==> config.mk <==
export PLATFORM = sky130hd
export DESIGN_NAME = main_input_conditioner
export DESIGN_NICKNAME = d
export VERILOG_FILES = /design/src/rtl/main_input_conditioner.sv
export SDC_FILE = /design/constraint.sdc
export NUM_CORES = 1
export LEC_CHECK = 0
export ABC_AREA = 1
export CAP_MARGIN = 20
export CORE_UTILIZATION = 57
export CTS_CLUSTER_SIZE = 16
export DETAILED_ROUTE_END_ITERATION = 12
export GPL_ROUTABILITY_DRIVEN = 0
export PLACE_DENSITY = 0.77
export SETUP_SLACK_MARGIN = 0.02
export SLEW_MARGIN = 20
export SYNTH_ARGS = -nofsm -noshare
export SYNTH_HDL_FRONTEND = slang
export SYNTH_SLANG_ARGS = --single-unit
==> constraint.sdc <==
create_clock -name clk -period 3.8 [get_ports clk]
set_clock_uncertainty 0.1 [all_clocks]
set_input_delay 0.57 -clock clk [delete_from_list [all_inputs] [get_ports clk]]
set_output_delay 0.57 -clock clk [all_outputs]
set_load 0.005 [all_outputs]
==> src/rtl/main_input_conditioner.sv <==
// main_input_conditioner
//   Conditions the raw asynchronous 'main' pin for the Moore sequence
//   detector. raw_in passes through a SYNC_STAGES-deep synchroniser. A
//   change of level is accepted only after DEBOUNCE_CYCLES consecutive
//   samples at the new level. Each accepted change raises a one-cycle
//   rise or fall pulse in the same cycle that main first shows the new
//   level.
//
//   Optional feature: define GLITCH_COUNT_EN to add a saturating counter
//   of rejected candidate changes, with a synchronous clear input.
//
// Ports
//   clk         in   rising-edge clock
//   reset       in   asynchronous, active-high reset
//   raw_in      in   unsynchronised input pin
//   main        out  debounced level
//   rise        out  one-cycle pulse when main goes 0->1
//   fall        out  one-cycle pulse when main goes 1->0
//   busy        out  high while a candidate change is qualifying
//   glitch_clr  in   synchronous clear of glitch_cnt (GLITCH_COUNT_EN only)
//   glitch_cnt  out  rejected-change count (GLITCH_COUNT_EN only)
module main_input_conditioner #(
    parameter int SYNC_STAGES     = 2,
    parameter int DEBOUNCE_CYCLES = 16,
    parameter int CNT_W           = 8,
    parameter int GLITCH_CNT_W    = 8
) (
    input  logic                    clk,
    input  logic                    reset,
    input  logic                    raw_in,
    output logic                    main,
    output logic                    rise,
    output logic                    fall,
`ifdef GLITCH_COUNT_EN
    input  logic                    glitch_clr,
    output logic [GLITCH_CNT_W-1:0] glitch_cnt,
`endif
    output logic                    busy
);

    typedef enum logic [1:0] {
        IDLE_LO = 2'd0,
        CHK_HI  = 2'd1,
        IDLE_HI = 2'd2,
        CHK_LO  = 2'd3
    } state_t;

    localparam logic [CNT_W-1:0] CNT_ZERO = {CNT_W{1'b0}};
    localparam logic [CNT_W-1:0] CNT_ONE  = {{(CNT_W-1){1'b0}}, 1'b1};
    localparam logic [CNT_W-1:0] CNT_LAST = CNT_W'(DEBOUNCE_CYCLES - 1);

    logic [SYNC_STAGES-1:0] sync_r;
    logic                   sync_q_s;

    state_t                 state_r;
    state_t                 state_nx_s;
    logic [CNT_W-1:0]       cnt_r;
    logic [CNT_W-1:0]       cnt_nx_s;
    logic                   main_r;
    logic                   main_nx_s;
    logic                   rise_r;
    logic                   rise_nx_s;
    logic                   fall_r;
    logic                   fall_nx_s;
    logic                   busy_r;
    logic                   busy_nx_s;

    // Synchroniser shift chain; only its last stage is used downstream.
    always_ff @(posedge clk or posedge reset) begin
        if (reset) begin
            sync_r <= {SYNC_STAGES{1'b0}};
        end else begin
            sync_r <= {sync_r[SYNC_STAGES-2:0], raw_in};
        end
    end

    assign sync_q_s = sync_r[SYNC_STAGES-1];

    // Next-state and next-output logic of the debounce FSM.
    always_comb begin
        state_nx_s = state_r;
        cnt_nx_s   = cnt_r;
        main_nx_s  = main_r;
        rise_nx_s  = 1'b0;
        fall_nx_s  = 1'b0;
        case (state_r)
            IDLE_LO: begin
                if (sync_q_s) begin
                    state_nx_s = CHK_HI;
                    cnt_nx_s   = CNT_ONE;
                end else begin
                    cnt_nx_s   = CNT_ZERO;
                end
            end
            CHK_HI: begin
                if (!sync_q_s) begin
                    state_nx_s = IDLE_LO;
                    cnt_nx_s   = CNT_ZERO;
                end else if (cnt_r == CNT_LAST) begin
                    state_nx_s = IDLE_HI;
                    main_nx_s  = 1'b1;
                    rise_nx_s  = 1'b1;
                    cnt_nx_s   = CNT_ZERO;
                end else begin
                    cnt_nx_s   = cnt_r + CNT_ONE;
                end
            end
            IDLE_HI: begin
                if (!sync_q_s) begin
                    state_nx_s = CHK_LO;
                    cnt_nx_s   = CNT_ONE;
                end else begin
                    cnt_nx_s   = CNT_ZERO;
                end
            end
            CHK_LO: begin
                if (sync_q_s) begin
                    state_nx_s = IDLE_HI;
                    cnt_nx_s   = CNT_ZERO;
                end else if (cnt_r == CNT_LAST) begin
                    state_nx_s = IDLE_LO;
                    main_nx_s  = 1'b0;
                    fall_nx_s  = 1'b1;
                    cnt_nx_s   = CNT_ZERO;
                end else begin
                    cnt_nx_s   = cnt_r + CNT_ONE;
                end
            end
            default: begin
                state_nx_s = IDLE_LO;
                cnt_nx_s   = CNT_ZERO;
                main_nx_s  = 1'b0;
            end
        endcase
        // busy follows the state being entered so it stays aligned with it.
        busy_nx_s = (state_nx_s == CHK_HI) || (state_nx_s == CHK_LO);
    end

    // State, counter and registered outputs; reset abandons any candidate.
    always_ff @(posedge clk or posedge reset) begin
        if (reset) begin
            state_r <= IDLE_LO;
            cnt_r   <= CNT_ZERO;
            main_r  <= 1'b0;
            rise_r  <= 1'b0;
            fall_r  <= 1'b0;
            busy_r  <= 1'b0;
        end else begin
            state_r <= state_nx_s;
            cnt_r   <= cnt_nx_s;
            main_r  <= main_nx_s;
            rise_r  <= rise_nx_s;
            fall_r  <= fall_nx_s;
            busy_r  <= busy_nx_s;
        end
    end

    assign main = main_r;
    assign rise = rise_r;
    assign fall = fall_r;
    assign busy = busy_r;

`ifdef GLITCH_COUNT_EN
    localparam logic [GLITCH_CNT_W-1:0] GCNT_ZERO = {GLITCH_CNT_W{1'b0}};
    localparam logic [GLITCH_CNT_W-1:0] GCNT_ONE  = {{(GLITCH_CNT_W-1){1'b0}}, 1'b1};
    localparam logic [GLITCH_CNT_W-1:0] GCNT_MAX  = {GLITCH_CNT_W{1'b1}};

    logic                    glitch_s;
    logic [GLITCH_CNT_W-1:0] glitch_cnt_r;

    // A glitch is a qualifying candidate that falls back to its idle level.
    assign glitch_s = ((state_r == CHK_HI) && !sync_q_s) ||
                      ((state_r == CHK_LO) &&  sync_q_s);

    // Saturating glitch counter; the clear has priority over a new event.
    always_ff @(posedge clk or posedge reset) begin
        if (reset) begin
            glitch_cnt_r <= GCNT_ZERO;
        end else if (glitch_clr) begin
            glitch_cnt_r <= GCNT_ZERO;
        end else if (glitch_s && (glitch_cnt_r != GCNT_MAX)) begin
            glitch_cnt_r <= glitch_cnt_r + GCNT_ONE;
        end else begin
            glitch_cnt_r <= glitch_cnt_r;
        end
    end

    assign glitch_cnt = glitch_cnt_r;
`endif

endmodule
* Yosys cells after proc, flatten, opt, wreduce, memory -nomap -nowiden *
Cells that the tools add are included.
Widths: inputs -> output; s select.

operators by class
  add/sub/neg operators = 1
  bitwise logic cells = 0
  equality and inequality tests = 10
  multiply operators = 0
  reduce and logical (&&, ||, !) cells = 4
  mux-type cells = 23
  shift operators = 0
  divide/modulo/power cells = 0
  magnitude comparators = 0

operator list
  operator             number
  $pmux 8 s4           1
  $mux 8               3
  $mux 2               6
  $mux 1               11
  $add 8x1->8 const B  1
  $eq 8x4->1 const B   1
  $ne 2x2->1 const B   4
  $pmux 2 s4           1
  $eq 2x2->1 const B   3
  $reduce_and 5->1     1
  $eq 2x1->1 const B   2
  $logic_not 2->1      1
  $pmux 1 s2           1
  $reduce_bool 2->1    1
  $logic_or 1x1->1     1

storage, ports and cells
  memory bits (writable) = 0
  register bits = 16
  output and inout bits = 4
  bits in latches = 0
  input port bits = 3
  bits in read-only memories = 0
  memories kept = 0

* Longest topological paths before layout *
Gate-level depths: netlist (run 1).

  depth in word-level cells = 6
  mapped depth = 8
  gate-level depth less buffers = 8

* Worst setup path before layout (run 1) *
OpenSTA, ideal clock, no wires.

  kind = register -> register
  start point = register cnt_r[0]
  end point = register state_r[1]
  clock period less this slack = 1.213 ns
  setup slack = 2.587 ns
  stages on the path, launching flop included = 7
  arrival = 1.000 ns
  data required time = 3.587 ns
  path through = dfrtp_1 -> ha_1 -> nand3_4 -> nor2_8 -> nand3_2 -> nand2_1 -> inv_1

on the way
  word-level cells in the longest chain between the ends = 4

ends and longest elaborated chain
  what                              line     RTL
  from (decl)                       57       logic [CNT_W-1:0] cnt_r;
  from (signal assigned)            150      cnt_r <= cnt_nx_s;
  $eq 8x4->1 (*)                    99, 120
  $mux 2, on equally long branches  120, 99
  $mux 2, on equally long branches  117, 96
  $pmux 2 s4 (*)                    86       case (state_r)
  net state_nx_s[1]                 56       state_t state_nx_s;
  to (signal assigned)              149      state_r <= state_nx_s;
  to (decl)                         55       state_t state_r;

The timed path passes the listed nets; every way through them passes the cells marked *.
A chain may end at the register's enable or synchronous reset.

==> flow_summary.yaml, run 1 <==
run_status:
  outcome: "complete, no violations"
timing:
  finalSetupViolCount: 0
  max_freq_ghz: 0.507
  slew_violations: 0
  finalCriticalPeriod_ns: 1.97
  min_period_over_period: 0.519
  maxSlewHeadroom: 0.632
  hold_viol: 0
  tightest_slew_ns: 0.552
  tns_ns: 0
  rsz0062_at_grt: "no"
critical_path:
  crit_arrival_ns: 1.30
  crit_path_end_kind: "output pin"
  path_buf_inv: 1
  crit_type: "reg -> out"
  cpLargestDelayFamily: "buffers and inverters"
  slowest_stage: "clkdlybuf4s50_1"
  crit_chain: "clkdlybuf4s50_1"
  cp_slowest_stage_delay_ns: 0.54
  startpoint_type: "register"
  worstPathMaxFanout: 7
  worstPathRequired_ns: 3.13
  r2r_slack_ns: 2.45
global_routing:
  grt_overflow_total: 0
  grt_first_pass_wirelength_mm: 1.87
  antenna_found_initial: 0
  grtUsageTotal: 0.200
  grt_start_max_net_pins: 16
  grt_pass1_vias: 482
hold_path:
  hp-class: "reg -> reg"
cts:
  ctsHoldBuffers: 0
  cts-buffers-inserted: 3
  cts_sinks: 15
  cts_buffer_depth: 2
  clk_pin_slew_worst_paths_ns: 0.09
  cts_max_level: 1
  clockRootBuffer: "clkbuf_4"
  cts_setup_buffers: 0
  cts_tree: "done"
  cts_resized: 0
  clock_latency_ns: 0.28
synth:
  synthCells: 79
  ys_ff_latch: 15
  syn-mean-instance-area_sq_um: 9.39
  syn_nets: 83
  synth.distinct_cells: 22
  synth_seq_area_share: 0.506
  yosys_warnings: 0
  synthesis.area_sq_um: 742
drt:
  drc: 0
  wl_per_cell_microns: 10.5
  totalWireLength_mm: 1.07
  first_pass_iters: 4
  ant_nets: 0
  drt_iter0_markers: 4
  dr_total_vias: 503
  vias_per_cell: 4.93
pwr:
  finalPower_uw: 269
  leakage_uw: 0.000388
  powerDensity_nw_per_um2: 322
  vdd_ir_drop_max_mv: 0.258
die:
  die_h_microns: 38.1
  fp.dieArea_sq_um: 1450
  row_count: 12
  ios: 7
  die-width_microns: 38.1
  core_area_sq_um: 1160
  start_util: 0.642
place:
  dp_hpwl_microns: 817
  io_buffers: 6
flow_run:
  cap_violations: 0
layout:
  layout-drive-gt1-share: 0.182
  layout.nets: 93
  n_antenna_cell: 0
  syn2layout_area_growth_pct: 12.6
per-layer routing:
layer,GRT usage,vias to the layer above,share of wire
li1,-,264,-
met1,0.243,220,0.48
met2,0.309,14,0.44
met3,0.0349,5,0.044
met4,0.161,0,0.038
met5,0,-,0
final cells by class:
class | count | area (sq um)
Clock buffer | 3 | 22.5
Clock inverter | 1 | 5.00
Fill cell | 91 | 320
Inverter | 12 | 45.0
Multi-Input combinational cell | 51 | 310
Sequential cell | 15 | 375
Tap cell | 14 | 17.5
Timing Repair Buffer | 6 | 60.1
per-stage QoR:
stage	utilization	instances	hold slack, ns	worst slack [ns]	instance area [sq um]
global route	0.723	102	0.278	1.74	836
floorplan	-	79	0.231	2.59	742
detailed placement	0.699	98	0.254	2.14	808
global placement	0.699	98	0.231	2.15	808
finish	0.723	102	0.268	1.83	836
CTS	0.723	102	0.275	1.81	836
flip-flops by register name, indices dropped and copies added, names as in the netlist:
name / cells
rise: 1
state_r: 2
sync_r: 2
main: 1
cnt_r: 8
fall: 1
kinds of logic after synthesis:
group / synth area share
AO/OA/AOI/OAI: 0.0354
buffers and inverters: 0.0759
flip-flops: 0.506
XOR/XNOR: 0.0236
adder cells (fa/ha/maj): 0.0169
AND/OR/NAND/NOR: 0.342
report_power, final:
part           switching [uW]  total [uW]  internal [uW]
Sequential               2.95         165            162
Combinational            8.26        13.4           5.12
Clock                    51.1        90.2           39.2
path summary, 6_finish.rpt:
check | startpoint | end | cells past startpoint
setup reg to reg | cnt_r[0]$_DFF_PP0_ | cnt_r[6]$_DFF_PP0_ | 4
setup / recovery | state_r[0]$_DFF_PP0_ | busy | 1
hold / removal | sync_r[0]$_DFF_PP0_ | sync_r[1]$_DFF_PP0_ | 0
hold reg to reg | sync_r[0]$_DFF_PP0_ | sync_r[1]$_DFF_PP0_ | 0
max in group asynchronous | reset | cnt_r[2]$_DFF_PP0_ | 2
min in group asynchronous | reset | cnt_r[5]$_DFF_PP0_ | 2
synthesized netlist by cell type:
master,number,area share
nand2_2,1,0.0084
nand2_1,19,0.096
dfrtp_1,15,0.51
nor3b_1,1,0.010
nor2_4,2,0.030
nand2_4,1,0.015
o21bai_1,1,0.010
inv_1,11,0.056
nor2_1,9,0.046
nand3_1,2,0.013
inv_2,1,0.0051
nand4_2,1,0.017
buf_6,1,0.015
a21oi_1,2,0.013
nor2_2,2,0.017
nand3_4,1,0.024
nor2_8,1,0.027
nand4_1,3,0.025
nand3_2,1,0.013
ha_1,1,0.017
xor2_1,2,0.024
o21ai_2,1,0.012
placed cells by master, fill, tap and decap left out, types with 2 or more instances in the layout:
| master | instances |
|---|---|
| clkdlybuf4s50_1 | 6 |
| nand2_1 | 19 |
| nand4_1 | 3 |
| xor2_1 | 2 |
| nor2_4 | 2 |
| nor2_2 | 2 |
| clkbuf_4 | 3 |
| nor2_1 | 9 |
| inv_1 | 11 |
| nand3_1 | 2 |
| a21oi_1 | 2 |
| dfrtp_1 | 15 |
Power figures use the tool's default switching activity.
==> run 2: changes to the inputs <==
- CORE_UTILIZATION: 57 -> 48
- PLACE_DENSITY: 0.77 -> 0.69
- clock period: 3.8 -> 1.7 ns (I/O delays scaled with it)
==> run 2 against run 1 <==
Compared with the run above:
- via count grew 0.40%
- die area grew 18%
- first-iteration DRC count grew 100%
- total power grew 120%
- worst setup slack lost 1.7 ns
- highest routed layer unchanged
==> flow_summary.yaml, run 2 (synthesis gave the netlist of run 1 again) <==
cts:
  cts_resized: 1
  cts_sinks: 15
  clk_pin_slew_worst_paths_ns: 0.08
  cts_tree: "done"
  cts_setup_buffers: 0
  clock_latency_ns: 0.28
  cts-buffers-inserted: 3
  clockRootBuffer: "clkbuf_4"
  cts_max_level: 1
  cts_buffer_depth: 2
  ctsHoldBuffers: 0
layout:
  fin_util: 0.613
  largest_reg_flops: 8
  layout_common_cells: "nand2_1, dfrtp_1, inv_1"
  layout.nets: 93
  postLayoutCellArea_sq_um: 837
  layout-drive-gt1-share: 0.182
  biggestRegsByFlops: "cnt_r: 8 flops, state_r: 2 flops, sync_r: 2 flops"
  nFillCells: 135
  top_register: "cnt_r"
  final_common_cell: "nand2_1"
  syn2layout_area_growth_pct: 12.8
  n_antenna_cell: 0
drt:
  first_pass_iters: 5
  wl_per_cell_microns: 10.5
  vias_per_cell: 4.90
  drc: 0
  totalWireLength_mm: 1.09
  ant_nets: 0
  drt_iter0_markers: 8
  dr_total_vias: 505
timing:
  finalCriticalPeriod_ns: 1.59
  finalSetupViolCount: 0
  tightest_slew_ns: 0.540
  holdWs_ns: 0.208
  rsz0062_at_grt: "no"
  tns_ns: 0
  maxSlewHeadroom: 0.640
  max_freq_ghz: 0.630
  slew_violations: 0
  min_period_over_period: 0.934
  hold_viol: 0
critical_path:
  crit_type: "reg -> out"
  crit_start: "state_r[0]$_DFF_PP0_"
  path_buf_inv: 1
  rr_worst_depth: 4
  crit-reg2reg-launch: "cnt_r[1]$_DFF_PP0_"
  r2r_slack_ns: 0.35
  worstReg2RegEnd: "cnt_r[7]$_DFF_PP0_"
  slowest_stage: "clkdlybuf4s50_1"
  crit_arrival_ns: 1.23
  crit_path_end_kind: "output pin"
  worstPathRequired_ns: 1.34
  cp_slowest_stage_delay_ns: 0.52
  cpLargestDelayFamily: "buffers and inverters"
  worstPathMaxFanout: 7
  crit_chain: "clkdlybuf4s50_1"
  startpoint_type: "register"
die:
  core_area_sq_um: 1370
  die-width_microns: 41.3
  die_h_microns: 41.3
  start_util: 0.543
  ios: 7
  row_count: 13
  fp.dieArea_sq_um: 1710
global_routing:
  grt_first_pass_wirelength_mm: 1.78
  grt_overflow_total: 0
  antenna_found_initial: 0
  grt_pass1_vias: 426
  grtUsageTotal: 0.177
  grt_start_max_net_pins: 16
hold_path:
  hp-class: "in -> async"
pwr:
  finalPower_uw: 594
  leakage_uw: 0.000385
  powerDensity_nw_per_um2: 710
  vdd_ir_drop_max_mv: 0.489
run_status:
  outcome: "complete, no violations"
place:
  io_buffers: 6
  dpl_cell_area_sq_um: 810
  dp_hpwl_microns: 843
flow_run:
  cap_violations: 0
## run 2: cell count changes in the layout (fill, tap and decap cells not counted)
cell	delta
dfrtp_2	+1
clkinv_2	-1
dfrtp_1	-1
clkbuf_1	+1
## run 2: how the worst max path moves through the flow
stage / cells past startpoint / slack [ns] / endpoint
CTS: 1 / 0.09 / busy
floorplan: 6 / 0.49 / state_r[1]$_DFF_PP0_
detailed placement: 1 / 0.34 / busy
global route: 1 / 0.05 / busy
finish: 1 / 0.11 / busy
global placement: 1 / 0.34 / busy
## run 2: layer usage
| metal | wire length [microns] | up-vias | GRT usage | share of wire |
|---|---|---|---|---|
| li1 | - | 266 | - | - |
| met1 | 526 | 226 | 0.207 | 0.48 |
| met2 | 483 | 9 | 0.258 | 0.44 |
| met3 | 51 | 4 | 0.0957 | 0.047 |
| met4 | 24 | 0 | 0.0968 | 0.022 |
| met5 | 0 | - | 0 | 0 |
## run 2: layout make-up
class | count | area [sq um] | share of cell area
Sequential cell | 15 | 377 | 0.450
Timing Repair Buffer | 6 | 60.1 | 0.0717
Multi-Input combinational cell | 51 | 310 | 0.371
Inverter | 12 | 45.0 | 0.0538
Clock buffer | 4 | 26.3 | 0.0314
Tap cell | 15 | 18.8 | 0.0224
## run 2: power by group
| group | internal [uW] | total (uW) | switching (uW) |
|---|---|---|---|
| registers | 363 | 370 | 6.71 |
| clock network | 91.2 | 195 | 103 |
| logic | 11.4 | 29.4 | 18.0 |
## run 2: stage by stage
| step | std cells | worst slack, ns |
|---|---|---|
| global placement | 99 | 0.342 |
| global route | 103 | 0.0508 |
| floorplan | 79 | 0.487 |
| finish | 103 | 0.112 |
| CTS | 103 | 0.0882 |
| detailed placement | 99 | 0.345 |
==> run 3: changes to the inputs <==
--- a/config.mk
+++ b/config.mk
@@ -14,5 +14,5 @@
 export PLACE_DENSITY = 0.69
 export SETUP_SLACK_MARGIN = 0.02
-export SLEW_MARGIN = 20
+export SLEW_MARGIN = 25
 export SYNTH_ARGS = -nofsm -noshare
 export SYNTH_HDL_FRONTEND = slang
==> constraint.sdc (replaced) <==
create_clock -name clk -period 1.7 [get_ports clk]
set_clock_uncertainty 0.1 [all_clocks]
set_input_delay 0.425 -clock clk [delete_from_list [all_inputs] [get_ports clk]]
set_output_delay 0.425 -clock clk [all_outputs]
set_load 0.005 [all_outputs]
==> run 3 against run 2 <==
Compared with the run above:
- final cell count rose by 1.9%
- worst hold slack improved by 0.050 ns
- final area rose by 2.7%
- largest power group unchanged
- non-clock buffer count rose by 2
- largest cell class unchanged
==> flow_summary.yaml, run 3 (synthesis gave the netlist of run 1 again) <==
drt:
  dr_total_vias: 502
  ant_nets: 0
  dr.max_layer_used: "met4"
  first_pass_iters: 4
  wl_met1_microns: 575
  totalWireLength_mm: 1.09
  drt_iter0_markers: 11
  vias_per_cell: 4.78
  drc: 0
  routed-wl-met2_microns: 468
  dr_wl_met3_microns: 31
  wl_per_cell_microns: 10.4
critical_path:
  crit_type: "reg -> out"
  worstPathRequired_ns: 1.17
  crit_chain: "clkdlybuf4s50_1"
  slowest_stage: "clkdlybuf4s50_1"
  worstPathMaxFanout: 1
  crit_arrival_ns: 1.10
  path_buf_inv: 1
  cpLargestDelayFamily: "buffers and inverters"
  cp_slowest_stage_delay_ns: 0.49
  startpoint_type: "register"
  crit_path_end_kind: "output pin"
pwr:
  powerDensity_nw_per_um2: 707
  finalPower_uw: 608
  leakage_uw: 0.000445
  vdd_ir_drop_max_mv: 0.455
global_routing:
  grt_overflow_total: 0
  grt_pass1_vias: 443
  grtUsageTotal: 0.173
  antenna_found_initial: 0
  grt_first_pass_wirelength_mm: 1.79
  grt_start_max_net_pins: 16
flow_run:
  cap_violations: 0
timing:
  tns_ns: 0
  maxSlewHeadroom: 0.819
  max_freq_ghz: 0.615
  tightest_slew_ns: 0.272
  min_period_over_period: 0.956
  hold_viol: 0
  setup_slack_ns: 0.0752
  finalCriticalPeriod_ns: 1.62
  finalSetupViolCount: 0
  rsz0062_at_grt: "no"
  slew_violations: 0
die:
  die_h_microns: 41.3
  core_area_sq_um: 1370
  ios: 7
  fp.dieArea_sq_um: 1710
  row_count: 13
  start_util: 0.543
  die-width_microns: 41.3
cts:
  cts_resized: 0
  cts_max_level: 1
  cts_sinks: 15
  cts-buffers-inserted: 3
  cts_buffer_depth: 2
  cts_tree: "done"
  ctsHoldBuffers: 0
  clk_pin_slew_worst_paths_ns: 0.09
  clock_latency_ns: 0.28
  cts_setup_buffers: 0
  clockRootBuffer: "clkbuf_4"
layout:
  final_cells: 105
  syn2layout_area_growth_pct: 15.9
  fin_util: 0.629
  final_common_cell: "nand2_1"
  nFillCells: 112
  n_antenna_cell: 0
  biggestRegsByFlops: "cnt_r: 8 flops, state_r: 2 flops, sync_r: 2 flops"
  layout.nets: 95
  largest_reg_flops: 8
  layout-drive-gt1-share: 0.200
  top_register: "cnt_r"
  layout_common_cells: "nand2_1, dfrtp_1, inv_1"
place:
  io_buffers: 6
  dp_slack_ns: 0.315
  place_inst: 101
  dp_hpwl_microns: 813
run_status:
  outcome: "complete, no violations"
hold_path:
  hp-class: "reg -> reg"
-- run 3: cell type report --
type	count	area, sq um	share of cell area
Timing Repair Buffer	8	82.6	0.0961
Clock buffer	3	22.5	0.0262
Sequential cell	15	375	0.437
Clock inverter	1	5.00	0.00582
Tap cell	15	18.8	0.0218
Inverter	12	45.0	0.0524
Multi-Input combinational cell	51	310	0.361
-- run 3: through the flow --
stage,hold WS [ns],area (sq um)
global placement,0.233,825
floorplan,0.226,742
finish,0.258,860
detailed placement,0.238,825
global route,0.274,860
CTS,0.260,852
-- run 3: path summary, 6_finish.rpt --
kind	cells past startpoint	slack [ns]	from	to
worst min register to register	0	0.26	sync_r[0]$_DFF_PP0_	sync_r[1]$_DFF_PP0_
worst min-delay path	0	0.26	sync_r[0]$_DFF_PP0_	sync_r[1]$_DFF_PP0_
min in group asynchronous	3	0.33	reset	cnt_r[4]$_DFF_PP0_
worst max-delay path	1	0.08	rise$_DFF_PP0_	rise
worst max register to register	4	0.33	cnt_r[0]$_DFF_PP0_	cnt_r[4]$_DFF_PP0_
max in group asynchronous	3	1.00	reset	cnt_r[1]$_DFF_PP0_
-- run 3: worst reg2reg max path, cell delays in order (launching register included) --
cell	delay, ns
dfrtp_1	0.39
ha_1	0.24
nand3_4	0.15
o21ai_2	0.30
nor2_1	0.08
-- run 3: per-layer routing --
layer  track usage  up-vias
li1              -      268
met1         0.221      225
met2         0.254        7
met3        0.0479        2
met4         0.121        0
met5             0        -
-- run 3: report_power, final --
| part | switching, uW | internal (uW) | total (uW) |
|---|---|---|---|
| Combinational | 20.6 | 14.0 | 34.7 |
| Clock | 118 | 87.3 | 205 |
| Sequential | 4.73 | 363 | 368 |
| Total | 143 | 465 | 608 |
